### src/rtl/vector_diff_stream_pkg.sv
// Shared definitions for the streaming vector difference unit.
// Reduction mode encodings and a constant-safe ceil(log2) helper.
package vdiff_defs;

    localparam logic MODE_MAX = 1'b0;
    localparam logic MODE_SUM = 1'b1;

    function automatic int clog2(input int value);
        int r;
        r = 0;
        while ((1 << r) < value) r++;
        return r;
    endfunction

endpackage

### src/rtl/lane_reduce_stage.sv
// One registered level of the lane reduction tree: N entries in, N/2 out.
// Ports: clk, reset_n, en (pipe advance), mode, in_val/in_idx, out_val/out_idx.
module lane_reduce_stage
    import vdiff_defs::*;
#(
    parameter int W  = 6,
    parameter int IW = 2,
    parameter int N  = 4
) (
    input  logic                clk,
    input  logic                reset_n,
    input  logic                en,
    input  logic                mode,
    input  logic [N*W-1:0]      in_val,
    input  logic [N*IW-1:0]     in_idx,
    output logic [N/2*W-1:0]    out_val,
    output logic [N/2*IW-1:0]   out_idx
);

    localparam int M = N / 2;

    logic [M*W-1:0]  nxt_val;
    logic [M*IW-1:0] nxt_idx;

    // Pairs are (2j, 2j+1); the upper entry wins only when strictly larger,
    // so ties keep the lower lane index at every level.
    always_comb begin
        nxt_val = '0;
        nxt_idx = '0;
        for (int j = 0; j < M; j++) begin
            if (mode == MODE_SUM) begin
                nxt_val[j*W +: W]   = in_val[2*j*W +: W] + in_val[(2*j+1)*W +: W];
                nxt_idx[j*IW +: IW] = '0;
            end else if (in_val[(2*j+1)*W +: W] > in_val[2*j*W +: W]) begin
                nxt_val[j*W +: W]   = in_val[(2*j+1)*W +: W];
                nxt_idx[j*IW +: IW] = in_idx[(2*j+1)*IW +: IW];
            end else begin
                nxt_val[j*W +: W]   = in_val[2*j*W +: W];
                nxt_idx[j*IW +: IW] = in_idx[2*j*IW +: IW];
            end
        end
    end

    always_ff @(posedge clk or negedge reset_n) begin
        if (!reset_n) begin
            out_val <= '0;
            out_idx <= '0;
        end else if (en) begin
            out_val <= nxt_val;
            out_idx <= nxt_idx;
        end
    end

endmodule

### src/rtl/vector_diff_stream.sv
// Streaming per-lane |new - ref| with MAX(+index) or SUM reduction and threshold flag.
// Ports: clk, reset_n, in_valid/in_ready, vec_new, vec_old, use_prev, mode, thresh,
//        out_valid/out_ready, result, max_idx, over.
module vector_diff_stream
    import vdiff_defs::*;
#(
    parameter  int WIDTH = 4,
    parameter  int LANES = 4,
    localparam int LG    = clog2(LANES),
    localparam int RW    = WIDTH + LG
) (
    input  logic                   clk,
    input  logic                   reset_n,
    input  logic                   in_valid,
    output logic                   in_ready,
    input  logic [LANES*WIDTH-1:0] vec_new,
    input  logic [LANES*WIDTH-1:0] vec_old,
    input  logic                   use_prev,
    input  logic                   mode,
    input  logic [RW-1:0]          thresh,
    output logic                   out_valid,
    input  logic                   out_ready,
    output logic [RW-1:0]          result,
    output logic [LG-1:0]          max_idx,
    output logic                   over
);

    // Tree nodes stored level by level: leaves at 0, root at NODES-1.
    localparam int NODES = 2 * LANES - 1;

    logic                   ready_en;
    logic                   stall;
    logic                   en;
    logic                   accept;
    logic [LANES*WIDTH-1:0] prev_vec;
    logic [LANES*WIDTH-1:0] ref_vec;
    logic [LANES*WIDTH-1:0] diff;
    logic [LANES*WIDTH-1:0] diff_q;
    logic [NODES*RW-1:0]    node_val;
    logic [NODES*LG-1:0]    node_idx;
    logic                   valid_p  [0:LG];
    logic [RW-1:0]          thresh_p [0:LG];
    logic                   mode_p   [0:LG-1];

    assign stall    = out_valid && !out_ready;
    assign en       = !stall;
    // Held low through reset and until the first clock after release.
    assign in_ready = ready_en && !stall;
    assign accept   = in_valid && in_ready;
    assign ref_vec  = use_prev ? prev_vec : vec_old;

    always_comb begin
        diff = '0;
        for (int i = 0; i < LANES; i++) begin
            if (vec_new[i*WIDTH +: WIDTH] >= ref_vec[i*WIDTH +: WIDTH])
                diff[i*WIDTH +: WIDTH] = vec_new[i*WIDTH +: WIDTH] - ref_vec[i*WIDTH +: WIDTH];
            else
                diff[i*WIDTH +: WIDTH] = ref_vec[i*WIDTH +: WIDTH] - vec_new[i*WIDTH +: WIDTH];
        end
    end

    always_ff @(posedge clk or negedge reset_n) begin
        if (!reset_n) ready_en <= 1'b0;
        else          ready_en <= 1'b1;
    end

    always_ff @(posedge clk or negedge reset_n) begin
        if (!reset_n)    prev_vec <= '0;
        else if (accept) prev_vec <= vec_new;
    end

    // Stage 1 plus the sideband that travels alongside the tree levels.
    always_ff @(posedge clk or negedge reset_n) begin
        if (!reset_n) begin
            diff_q <= '0;
            for (int k = 0; k <= LG; k++) begin
                valid_p[k]  <= 1'b0;
                thresh_p[k] <= '0;
            end
            for (int k = 0; k < LG; k++) mode_p[k] <= MODE_MAX;
        end else if (en) begin
            diff_q      <= diff;
            valid_p[0]  <= accept;
            thresh_p[0] <= thresh;
            mode_p[0]   <= mode;
            for (int k = 1; k <= LG; k++) begin
                valid_p[k]  <= valid_p[k-1];
                thresh_p[k] <= thresh_p[k-1];
            end
            for (int k = 1; k < LG; k++) mode_p[k] <= mode_p[k-1];
        end
    end

    for (genvar i = 0; i < LANES; i++) begin : g_leaf
        assign node_val[i*RW +: RW] = {{LG{1'b0}}, diff_q[i*WIDTH +: WIDTH]};
        assign node_idx[i*LG +: LG] = LG'(i);
    end

    for (genvar k = 1; k <= LG; k++) begin : g_tree
        localparam int N  = LANES >> (k - 1);
        localparam int BI = 2 * LANES - 2 * N;
        localparam int BO = 2 * LANES - N;
        lane_reduce_stage #(.W(RW), .IW(LG), .N(N)) u_lvl (
            .clk     (clk),
            .reset_n (reset_n),
            .en      (en),
            .mode    (mode_p[k-1]),
            .in_val  (node_val[BI*RW +: N*RW]),
            .in_idx  (node_idx[BI*LG +: N*LG]),
            .out_val (node_val[BO*RW +: N/2*RW]),
            .out_idx (node_idx[BO*LG +: N/2*LG])
        );
    end

    always_ff @(posedge clk or negedge reset_n) begin
        if (!reset_n) begin
            out_valid <= 1'b0;
            result    <= '0;
            max_idx   <= '0;
            over      <= 1'b0;
        end else if (en) begin
            out_valid <= valid_p[LG];
            result    <= node_val[(NODES-1)*RW +: RW];
            max_idx   <= node_idx[(NODES-1)*LG +: LG];
            over      <= node_val[(NODES-1)*RW +: RW] > thresh_p[LG];
        end
    end

endmodule
### config.mk
export PLATFORM = sky130hd
export DESIGN_NAME = vector_diff_stream
export DESIGN_NICKNAME = d
export VERILOG_FILES = /design/src/rtl/vector_diff_stream_pkg.sv /design/src/rtl/lane_reduce_stage.sv /design/src/rtl/vector_diff_stream.sv
export SDC_FILE = /design/constraint.sdc
export NUM_CORES = 1
export LEC_CHECK = 0
export ABC_AREA = 1
export CORE_UTILIZATION = 50
export CTS_BUF_LIST = sky130_fd_sc_hd__clkbuf_4
export DETAILED_ROUTE_END_ITERATION = 16
export HOLD_SLACK_MARGIN = 0.1
export PLACE_DENSITY = 0.7
export SKIP_CTS_REPAIR_TIMING = 1
export SLEW_MARGIN = 40
export SYNTH_ARGS = -nofsm -noshare
export SYNTH_HDL_FRONTEND = slang
export SYNTH_HIERARCHICAL = 1
export SYNTH_SLANG_ARGS = --single-unit
### constraint.sdc
create_clock -name clk -period 2.5 [get_ports clk]
set_input_delay 0.375 -clock clk [delete_from_list [all_inputs] [get_ports clk]]
set_output_delay 0.375 -clock clk [all_outputs]
set_load 0.005 [all_outputs]
==> results.json <==
{
  "status": "completed",
  "ys_warn_count": 6,
  "crit_type": "reg2out",
  "cts_tree": "done",
  "cp-start-kind": "flop",
  "fmax_mhz": 491,
  "ir_drop_uv": 337,
  "clock-root-buffer": "clkbuf_4",
  "die_h_um": 118,
  "critPathArrivalTime_ns": 1.66,
  "synth_area_leaders": "dfrtp_1 34%, nand2_1 15%, ha_1 13%",
  "postRouteAntennaNets": 0,
  "period_share": 0.815,
  "path_cells": "inv_1 -> nor2_4 -> nor2_4 -> clkdlybuf4s50_1",
  "r2r-end": "g_tree[2].u_lvl/out_val[5]",
  "ys_seq_area_frac": 0.338,
  "track_usage": 0.209,
  "dr_total_vias": 5519,
  "placedCellCount": 1131,
  "io_buffer_count": 54,
  "design_area_sq_mm": 0.00769,
  "fin_nets": 1097,
  "syn-cell-area_sq_mm": 0.00667,
  "yosys_register_bits": 90,
  "core_sq_mm": 0.0128,
  "grt_start_max_net_pins": 40,
  "rsz0062_at_grt": "no",
  "cp-end-kind": "output port",
  "area_growth_pct": 15.2,
  "rows": 41,
  "antenna_found_initial": 1,
  "finalHoldViolCount": 0,
  "hold_class": "in2async",
  "cts.reportedPaths.clkPinSlew_ns": 0.15,
  "cts.sinks": 90,
  "postSynthAreaPerCell_sq_um": 7.52,
  "dieArea_sq_mm": 0.0138,
  "viasPerCell": 4.81,
  "power_density_mw_per_mm2": 1020,
  "synthCells": 887,
  "grt_first_pass_wirelength_um": 23900,
  "cp_top_family": "buffers and inverters",
  "grt_pass1_vias": 5342,
  "hold_ws_ns": 0.384,
  "ys.flop_type": "dfrtp_1",
  "cp_common_cell": "nor2_4",
  "crit_fanout": 4,
  "setup_viol_count_final": 0,
  "drc_errors": 0,
  "ys_types": 35,
  "layout_commonest_cell": "nand2_1",
  "crit_cells": 4,
  "cap_violations": 0,
  "initial_core_util": 0.520,
  "synth.top_cell.area_share": 0.338,
  "period_minus_slack_ns": 2.04,
  "critPathBufInv": 2,
  "skew_ns": 0.0192,
  "drive_above_1_share": 0.0687,
  "drt-total-wl_um": 13300,
  "globalplace.congestion": 0.859,
  "r2r_cells": 11,
  "worstSkewPairLatency_ns": 0.46,
  "h-tree-depth": 3,
  "drt-initial-drc-count": 318,
  "crit_slowest_cell": "clkdlybuf4s50_1",
  "required_ns": 2.12,
  "numCtsBuffers": 9,
  "final_cell_mix": "264 x nand2_1, 143 x inv_1, 90 x dfrtp_1",
  "synth_edf_count": 0,
  "r2r-start": "g_tree[1].u_lvl/out_val[4]",
  "wl_per_cell_um": 11.6,
  "dieWidth_um": 118,
  "async_flop_share": 1.00,
  "max_stage_delay_ns": 0.51,
  "grt-ovfl-total": 0,
  "synth_area_leader_cell": "dfrtp_1",
  "p_leak_nw": 4.12,
  "slew_viol_final": 0,
  "hpwl_um": 10300,
  "first_pass_iters": 5,
  "clock_path_buffers": 2,
  "final_cell_count_no_fill": 1148,
  "io-pin-count": 55,
  "place_area_sq_mm": 0.00753,
  "rrSetupSlack_ns": 0.56
}
-- state kept, by name, summed over array words and instances (netlist names) --
signal                flops
diff_q                   16
g_tree.u_lvl/out_idx      6
g_tree.u_lvl/out_val     18
max_idx                   2
mode_p                    2
out_valid                 1
over                      1
prev_vec                 16
ready_en                  1
result                    6
thresh_p                 18
valid_p                   3
-- layout make-up --
type	count	area, sq um
Tap cell	172	215
Antenna cell	1	2.50
Fill cell	1230	5140
Inverter	145	544
Multi-Input combinational cell	652	3820
Timing Repair Buffer	73	708
Clock buffer	9	67.6
Sequential cell	90	2250
Clock inverter	6	75.1
-- worst max-delay path by stage --
stage	from	to	slack (ns)
6_report	out_valid	in_ready	0.46
3_3_place_gp	use_prev	diff_q[3]	0.04
5_1_grt	use_prev	diff_q[10]	0.29
3_5_place_dp	use_prev	diff_q[3]	-0.006
4_1_cts	out_valid	in_ready	0.41
2_1_floorplan	use_prev	diff_q[7]	0.39
-- cells in the mapped netlist, types with 11 or more instances --
library cell,instances
nand3_1,59
a21oi_1,56
dfrtp_1,90
o21ai_1,21
nand2_1,264
fa_1,11
buf_2,12
nor2_1,27
nand3b_1,11
o21ai_0,38
ha_1,71
inv_1,143
-- cell families (layout without fill, tap and decap cells) --
kind of cell	Yosys count	after routing	share of synthesized area
buf+inv	168	233	0.103
flops	90	90	0.338
simple gates	400	400	0.269
mux	4	4	0.00600
fa+ha+maj	82	82	0.166
other cells	2	26	0.00113
compound gates	132	132	0.106
xor+xnor	9	9	0.0118
-- power by group --
group	total (W)	leakage (nW)	internal, W	switching [W]
registers	0.00255	1.09	0.00206	0.000483
logic	0.00448	2.96	0.00183	0.00265
clock network	0.000845	0.0749	0.000315	0.000530
total	0.00787	4.12	0.00421	0.00367
-- metrics by stage --
step                utilization  TNS, ns  power [W]  worst slack [ns]
detailed placement        0.587  -0.0111    0.00703          -0.00648
global route              0.599        0    0.00875             0.295
finish                    0.599        0    0.00787             0.463
floorplan                     -        0    0.00592             0.393
global placement          0.587        0    0.00695            0.0424
CTS                       0.598        0    0.00792             0.413
-- worst register-to-register path, cell delays in order, from the launching register on --
cell and delay, ns:
dfrtp_1 0.42, inv_1 0.09, ha_1 0.36, nand2_2 0.10, nor2_4 0.13, nand3_2 0.15
nand2_2 0.27, nand2_1 0.09, nand3_1 0.07, nand2_1 0.06, nand2_1 0.06, nand2_1 0.05
-- routing by layer --
metal  share of wire  up-vias  GRT usage
li1                -     2948          -
met5               0        -          0
met4           0.011        0     0.0497
met1            0.49     2467      0.274
met3           0.031       11     0.0417
met2            0.47       93      0.352
Power figures use the tool's default switching activity.
